`src/rtl/instr_sequencer_pkg.sv`:
```
// Shared definitions for the instruction sequencer: FSM states and the
// instruction word layout (opcode field and the HALT opcode).
package instr_sequencer_pkg;

    localparam int INSTR_W = 32;
    localparam int OP_MSB  = 31;
    localparam int OP_LSB  = 28;

    localparam logic [OP_MSB-OP_LSB:0] OP_HALT = 4'hF;

    typedef enum logic [1:0] {
        ST_IDLE  = 2'd0,
        ST_ISSUE = 2'd1,
        ST_WAIT  = 2'd2
    } seq_state_e;

    // True when the instruction's opcode field marks it as a HALT marker.
    function automatic logic is_halt(input logic [INSTR_W-1:0] instr);
        return (instr[OP_MSB:OP_LSB] == OP_HALT);
    endfunction

endpackage

```
`src/rtl/instr_fifo.sv`:
```
// Instruction queue: DEPTH-entry FIFO with wrapping pointers and a level count.
// Push is refused when full (the host holds its word); flush empties the
// queue and takes priority over any push or pop in the same cycle.
module instr_fifo
    import instr_sequencer_pkg::*;
#(
    parameter int DEPTH = 8
) (
    input  logic                     clk,
    input  logic                     reset,
    input  logic                     push,
    input  logic [INSTR_W-1:0]       push_data,
    input  logic                     pop,
    input  logic                     flush,
    output logic [INSTR_W-1:0]       head,
    output logic [$clog2(DEPTH):0]   level,
    output logic                     ready
);

    localparam int AW = $clog2(DEPTH);
    localparam logic [AW:0]   FULL_LEVEL = (AW + 1)'(DEPTH);
    localparam logic [AW:0]   LEVEL_ONE  = 1;
    localparam logic [AW-1:0] PTR_ONE    = 1;

    logic [INSTR_W-1:0] mem_q [DEPTH];
    logic [INSTR_W-1:0] mem_d [DEPTH];
    logic [AW-1:0]      wr_ptr_q, wr_ptr_d;
    logic [AW-1:0]      rd_ptr_q, rd_ptr_d;
    logic [AW:0]        level_q, level_d;
    logic               do_push;
    logic               do_pop;

    assign ready = (level_q < FULL_LEVEL);
    assign level = level_q;
    assign head  = mem_q[rd_ptr_q];

    // Next-state for storage, pointers and level; flush overrides everything.
    always_comb begin
        do_push  = push && ready && !flush;
        do_pop   = pop && (level_q != '0) && !flush;
        mem_d    = mem_q;
        wr_ptr_d = wr_ptr_q;
        rd_ptr_d = rd_ptr_q;
        level_d  = level_q;
        if (flush) begin
            wr_ptr_d = '0;
            rd_ptr_d = '0;
            level_d  = '0;
        end else begin
            if (do_push) begin
                mem_d[wr_ptr_q] = push_data;
                wr_ptr_d        = wr_ptr_q + PTR_ONE;
            end
            if (do_pop) begin
                rd_ptr_d = rd_ptr_q + PTR_ONE;
            end
            case ({do_push, do_pop})
                2'b10:   level_d = level_q + LEVEL_ONE;
                2'b01:   level_d = level_q - LEVEL_ONE;
                default: level_d = level_q;
            endcase
        end
    end

    // Register the queue; storage contents need no reset since level gates use.
    always_ff @(posedge clk) begin
        mem_q <= mem_d;
        if (reset) begin
            wr_ptr_q <= '0;
            rd_ptr_q <= '0;
            level_q  <= '0;
        end else begin
            wr_ptr_q <= wr_ptr_d;
            rd_ptr_q <= rd_ptr_d;
            level_q  <= level_d;
        end
    end

endmodule

```
`src/rtl/instr_sequencer.sv`:
```
// Instruction sequencer: buffers host instructions and issues them one at a
// time to the array controller, waiting for ctl_done (or a watchdog timeout)
// between issues. A HALT-opcode word stops the run without being issued.
module instr_sequencer
    import instr_sequencer_pkg::*;
#(
    parameter int DEPTH   = 8,
    parameter int TIMEOUT = 1024
) (
    input  logic                     clk,
    input  logic                     reset,
    input  logic                     host_valid,
    input  logic [INSTR_W-1:0]       host_instr,
    output logic                     host_ready,
    input  logic                     go,
    input  logic                     flush,
    output logic                     ctl_start,
    output logic [INSTR_W-1:0]       ctl_instr,
    input  logic                     ctl_done,
    output logic                     busy,
    output logic                     running,
    output logic [$clog2(DEPTH):0]   level,
    output logic [15:0]              issued_cnt,
    output logic                     err_timeout
);

    localparam int LW = $clog2(DEPTH) + 1;
    localparam int CW = $clog2(TIMEOUT) + 1;
    localparam logic [CW-1:0] WAIT_LAST = CW'(TIMEOUT - 1);
    localparam logic [CW-1:0] CNT_ONE   = 1;
    localparam logic [15:0]   ISSUE_ONE = 16'd1;

    seq_state_e         state_q, state_d;
    logic               running_q, running_d;
    logic               ctl_start_q, ctl_start_d;
    logic [INSTR_W-1:0] ctl_instr_q, ctl_instr_d;
    logic [15:0]        issued_cnt_q, issued_cnt_d;
    logic               err_timeout_q, err_timeout_d;
    logic [CW-1:0]      wait_cnt_q, wait_cnt_d;

    logic               fifo_pop;
    logic [INSTR_W-1:0] fifo_head;
    logic [LW-1:0]      fifo_level;
    logic               fifo_ready;
    logic               queue_empty;

    instr_fifo #(
        .DEPTH (DEPTH)
    ) u_fifo (
        .clk       (clk),
        .reset     (reset),
        .push      (host_valid),
        .push_data (host_instr),
        .pop       (fifo_pop),
        .flush     (flush),
        .head      (fifo_head),
        .level     (fifo_level),
        .ready     (fifo_ready)
    );

    assign queue_empty = (fifo_level == '0);

    assign host_ready  = fifo_ready;
    assign level       = fifo_level;
    assign ctl_start   = ctl_start_q;
    assign ctl_instr   = ctl_instr_q;
    assign running     = running_q;
    assign issued_cnt  = issued_cnt_q;
    assign err_timeout = err_timeout_q;
    assign busy        = (state_q != ST_IDLE) || (running_q && !queue_empty);

    // Next-state logic for the issue FSM, run flag, watchdog and counters.
    always_comb begin
        state_d       = state_q;
        running_d     = running_q;
        ctl_start_d   = 1'b0;
        ctl_instr_d   = ctl_instr_q;
        issued_cnt_d  = issued_cnt_q;
        err_timeout_d = err_timeout_q;
        wait_cnt_d    = wait_cnt_q;
        fifo_pop      = 1'b0;

        // go only starts a stopped sequencer; later HALT/timeout may override.
        if (go && !running_q) begin
            running_d = 1'b1;
        end

        case (state_q)
            ST_IDLE: begin
                if (running_q && !queue_empty && !flush) begin
                    state_d = ST_ISSUE;
                end
            end
            ST_ISSUE: begin
                if (flush || queue_empty) begin
                    // The head vanished under a flush; nothing to issue.
                    state_d = ST_IDLE;
                end else if (is_halt(fifo_head)) begin
                    fifo_pop  = 1'b1;
                    running_d = 1'b0;
                    state_d   = ST_IDLE;
                end else begin
                    fifo_pop     = 1'b1;
                    ctl_start_d  = 1'b1;
                    ctl_instr_d  = fifo_head;
                    issued_cnt_d = issued_cnt_q + ISSUE_ONE;
                    wait_cnt_d   = '0;
                    state_d      = ST_WAIT;
                end
            end
            ST_WAIT: begin
                if (ctl_done) begin
                    state_d = ST_IDLE;
                end else if (wait_cnt_q == WAIT_LAST) begin
                    err_timeout_d = 1'b1;
                    running_d     = 1'b0;
                    state_d       = ST_IDLE;
                end else begin
                    wait_cnt_d = wait_cnt_q + CNT_ONE;
                end
            end
            default: begin
                state_d = ST_IDLE;
            end
        endcase
    end

    // Single register bank for the FSM and all of its registered outputs.
    always_ff @(posedge clk) begin
        if (reset) begin
            state_q       <= ST_IDLE;
            running_q     <= 1'b0;
            ctl_start_q   <= 1'b0;
            ctl_instr_q   <= '0;
            issued_cnt_q  <= '0;
            err_timeout_q <= 1'b0;
            wait_cnt_q    <= '0;
        end else begin
            state_q       <= state_d;
            running_q     <= running_d;
            ctl_start_q   <= ctl_start_d;
            ctl_instr_q   <= ctl_instr_d;
            issued_cnt_q  <= issued_cnt_d;
            err_timeout_q <= err_timeout_d;
            wait_cnt_q    <= wait_cnt_d;
        end
    end

endmodule
```
`config.mk`:
```
export PLATFORM = sky130hd
export DESIGN_NAME = instr_sequencer
export DESIGN_NICKNAME = d
export VERILOG_FILES = /design/src/rtl/instr_sequencer_pkg.sv /design/src/rtl/instr_fifo.sv /design/src/rtl/instr_sequencer.sv
export SDC_FILE = /design/constraint.sdc
export NUM_CORES = 1
export LEC_CHECK = 0
export CAP_MARGIN = 20
export CELL_PAD_IN_SITES_DETAIL_PLACEMENT = 2
export CELL_PAD_IN_SITES_GLOBAL_PLACEMENT = 2
export CORE_ASPECT_RATIO = 0.7
export CORE_MARGIN = 2
export CORE_UTILIZATION = 39
export DETAILED_ROUTE_END_ITERATION = 10
export PLACE_DENSITY_LB_ADDON = 0.25
export SYNTH_ARGS = -nofsm -noshare
export SYNTH_HDL_FRONTEND = slang
export SYNTH_HIERARCHICAL = 1
export SYNTH_SLANG_ARGS = --single-unit
```
`constraint.sdc`:
```
create_clock -name clk -period 3.74 [get_ports clk]
set_input_delay 0.748 -clock clk [delete_from_list [all_inputs] [get_ports clk]]
set_output_delay 0.748 -clock clk [all_outputs]
set_load 0.02 [all_outputs]
```
==> impl_metrics.json <==
{
  "seq_power_share": 0.513,
  "multi_input_area_um2": 3730,
  "io_pins": 95,
  "rsz0062_at_grt": "no",
  "die_h_um": 157,
  "p_sw_mw": 1.55,
  "critPathLaunchType": "flip-flop",
  "cellPowerDensity_nw_per_um2": 489,
  "synth_seq_cells": 330,
  "place_area_um2": 14600,
  "drt-wirelength-per-cell_um": 25.6,
  "maxCapViolCount": 0,
  "final_area_um2": 15800,
  "finalWirelength_um": 34800,
  "skew_ns": 0.0158,
  "status": "finished clean",
  "worstHoldPathCells": 2,
  "holdPathEnd": "ctl_instr[14]",
  "synth_flop_cell": "edfxtp_1",
  "port_buffers": 94,
  "rrSetupSlack_ns": 0.40,
  "period_share": 0.910,
  "crit_slowest_cell": "or4_1",
  "hp-class": "flip-flop to flip-flop",
  "slew_viol_final": 0,
  "seq_area_frac_synth": 0.700,
  "finalSetupViolCount": 0,
  "fillers": 3002,
  "finalCriticalPeriod_ns": 3.40,
  "root_buffer": "clkbuf_16",
  "grt_util_all_layers": 0.205,
  "ir_drop_mv": 0.414,
  "cts.path.max_buffers": 3,
  "place_congestion": 0.771,
  "fmax_mhz": 294,
  "tritoncts": "yes",
  "coreArea_um2": 33300,
  "grt_pass1_wl_um": 53400,
  "tightest_slew_ns": 0.954,
  "drcViolationCount": 0,
  "reg2reg_from": "u_fifo/rd_ptr_q[0]",
  "clk_latency_ns": 0.53,
  "synth_nets": 830,
  "r2r.worst_path.cells": 6,
  "pwr-share-clk": 0.464,
  "dieWidth_um": 223,
  "grt_max_degree": 47,
  "p_leak_nw": 4.94,
  "route.antenna.remaining_nets": 0,
  "fin_setup_tns_ns": 0,
  "gr-total-overflow": 0,
  "ys_types": 53,
  "synth_area_um2": 13100,
  "synth_edf_count": 256,
  "drive_above_1_share": 0.193,
  "hpwl_um": 21500,
  "syn_inst": 782,
  "htree_num_levels": 2,
  "seq_area_um2": 9180,
  "cp-end-kind": "output pin",
  "area_delta_synth_final_pct": 20.9,
  "arrival_ns": 2.65,
  "rows": 56,
  "r2r-end": "issued_cnt[15]",
  "critical_path_class": "flip-flop to output pin",
  "postCtsSetupBuffers": 0,
  "async_flop_share": 0,
  "worst-endpoint-required_ns": 2.99,
  "syn-mean-instance-area_um2": 16.8,
  "clk_pin_slew_ns": 0.06,
  "viasPerCell": 5.50,
  "slowest_delay_ns": 0.66,
  "hp-start": "ctl_instr[14]",
  "combPwrFrac": 0.023,
  "hold_viol": 0,
  "vias": 7477,
  "yosysWarnings": 6,
  "crit_chain": "or4_1 > a21boi_0 > inv_1 > clkdlybuf4s50_1",
  "ctsResizeCount": 0,
  "antenna_found_initial": 2,
  "cts_inserted_buffers": 35,
  "drt_iter0_drc": 488,
  "slew_headroom": 0.363,
  "intPower_mw": 6.20,
  "die-area_um2": 35100,
  "cp_max_fo": 10,
  "switching_share": 0.200,
  "postCtsHoldBufs": 0,
  "dr.pass1.iters": 6,
  "initial_utilization": 0.394,
  "cts.sinks": 330,
  "nNetsFinal": 945,
  "grt_pass1_vias": 8512
}
## kinds of logic (layout without fill, tap and decap cells)
family	count (synthesis)	in the layout	share of synthesized area
AO/OA/AOI/OAI	96	96	0.0469
XOR/XNOR	9	9	0.00602
adder cells (fa/ha/maj)	10	10	0.00955
buffers and inverters	52	193	0.0213
flip-flops	330	330	0.700
multiplexers	103	103	0.149
other	0	1	0
AND/OR/NAND/NOR	182	182	0.0675
## how the worst max path moves through the flow
| stage | from | to | slack, ns | cells past startpoint |
|---|---|---|---|---|
| 5_1_grt | u_fifo/level[1] | busy | 0.20 | 4 |
| 3_5_place_dp | u_fifo/rd_ptr_q[0] | wait_cnt_q[6] | 0.43 | 6 |
| 2_1_floorplan | flush | u_fifo/mem_q[100] | 0.60 | 3 |
| 4_1_cts | u_fifo/level[1] | busy | 0.30 | 4 |
| 3_3_place_gp | flush | u_fifo/level[2] | 0.52 | 11 |
| 6_report | u_fifo/level[1] | busy | 0.34 | 4 |
## stage by stage
stage | setup slack (ns) | total power [mW] | util | cells | hold slack, ns
6_report | 0.338 | 7.75 | 0.476 | 1359 | 0.456
4_1_cts | 0.303 | 7.83 | 0.476 | 1358 | 0.462
2_1_floorplan | 0.602 | 4.12 | - | 782 | 0.447
5_1_grt | 0.202 | 7.99 | 0.476 | 1359 | 0.479
3_3_place_gp | 0.524 | 4.22 | 0.440 | 1295 | 0.444
3_5_place_dp | 0.432 | 4.23 | 0.440 | 1295 | 0.453
## layout make-up
type / instances / share of cell area
antenna: 1 / 0.000158
clock buffer: 50 / 0.0660
clock inverter: 13 / 0.00893
inverter: 13 / 0.00308
multi-input combinational: 400 / 0.236
sequential: 330 / 0.579
tap: 435 / 0.0344
timing repair buffer: 117 / 0.0724
## critical path: cells and delay by family (launching register included)
family	cells	cell delay [ns]
compound gates	1	0.41
flops	1	0.43
buf+inv	2	0.63
simple gates	1	0.66
## placed cells by master, fill, tap and decap left out, types with 4 or more instances in the layout
cell type,instances
xor2_1,5
nor2_1,24
or4_1,5
a311oi_1,7
clkdlybuf4s50_1,93
ha_1,10
clkbuf_8,5
inv_1,13
or3_1,5
and4_1,5
clkinv_2,5
mux2_2,36
nor2b_1,6
nor2_4,6
dfxtp_1,71
mux4_2,44
nand3_1,8
a41oi_1,6
o21ai_0,9
nor3_1,4
a21oi_1,51
clkbuf_16,38
xnor2_1,4
nand2_1,82
buf_4,20
mux4_1,20
edfxtp_1,256
nand2b_1,7
o31ai_1,7
clkbuf_1,7
nand4_1,10
## synthesized netlist by cell type, types with 6 or more instances
cell / count / area, um2
nand3_1: 9 / 45.0
mux4_2: 44 / 991
mux4_1: 20 / 526
ha_1: 10 / 125
inv_1: 13 / 48.8
a21oi_1: 51 / 255
clkbuf_1: 23 / 86.3
mux2_2: 36 / 405
edfxtp_1: 256 / 7690
nand4_1: 10 / 62.6
a311oi_1: 7 / 61.3
nor2b_1: 6 / 37.5
nand2b_1: 7 / 43.8
nand2_1: 82 / 308
dfxtp_1: 74 / 1480
nor2_1: 30 / 113
o21ai_0: 9 / 45.0
nor3_1: 7 / 35.0
a41oi_1: 6 / 52.6
o31ai_1: 7 / 52.6
## registers in the layout (all words and copies together) (netlist names)
signal,flops
u_fifo/mem_q,256
running,1
u_fifo/wr_ptr_q,3
u_fifo/level,4
issued_cnt,16
wait_cnt_q,11
u_fifo/rd_ptr_q,3
ctl_start,1
err_timeout,1
ctl_instr,32
state_q,2
## power by group through the flow
| stage | logic (mW) | clock network [mW] | registers (mW) |
|---|---|---|---|
| 2_1_floorplan | 0.0626 | 0 | 4.06 |
| 3_3_place_gp | 0.165 | 0 | 4.05 |
| 3_5_place_dp | 0.179 | 0 | 4.06 |
| 4_1_cts | 0.180 | 3.68 | 3.98 |
| 5_1_grt | 0.193 | 3.82 | 3.98 |
| 6_report | 0.177 | 3.60 | 3.98 |
## per-layer routing
metal / vias to the layer above / GRT usage / wire, um
met5: - / 0 / 0
met4: 0 / 0.0630 / 733
met3: 50 / 0.0340 / 1500
met2: 158 / 0.359 / 17500
met1: 3942 / 0.263 / 15100
li1: 3327 / - / -
Note: power is estimated with default switching activity, not from simulation.
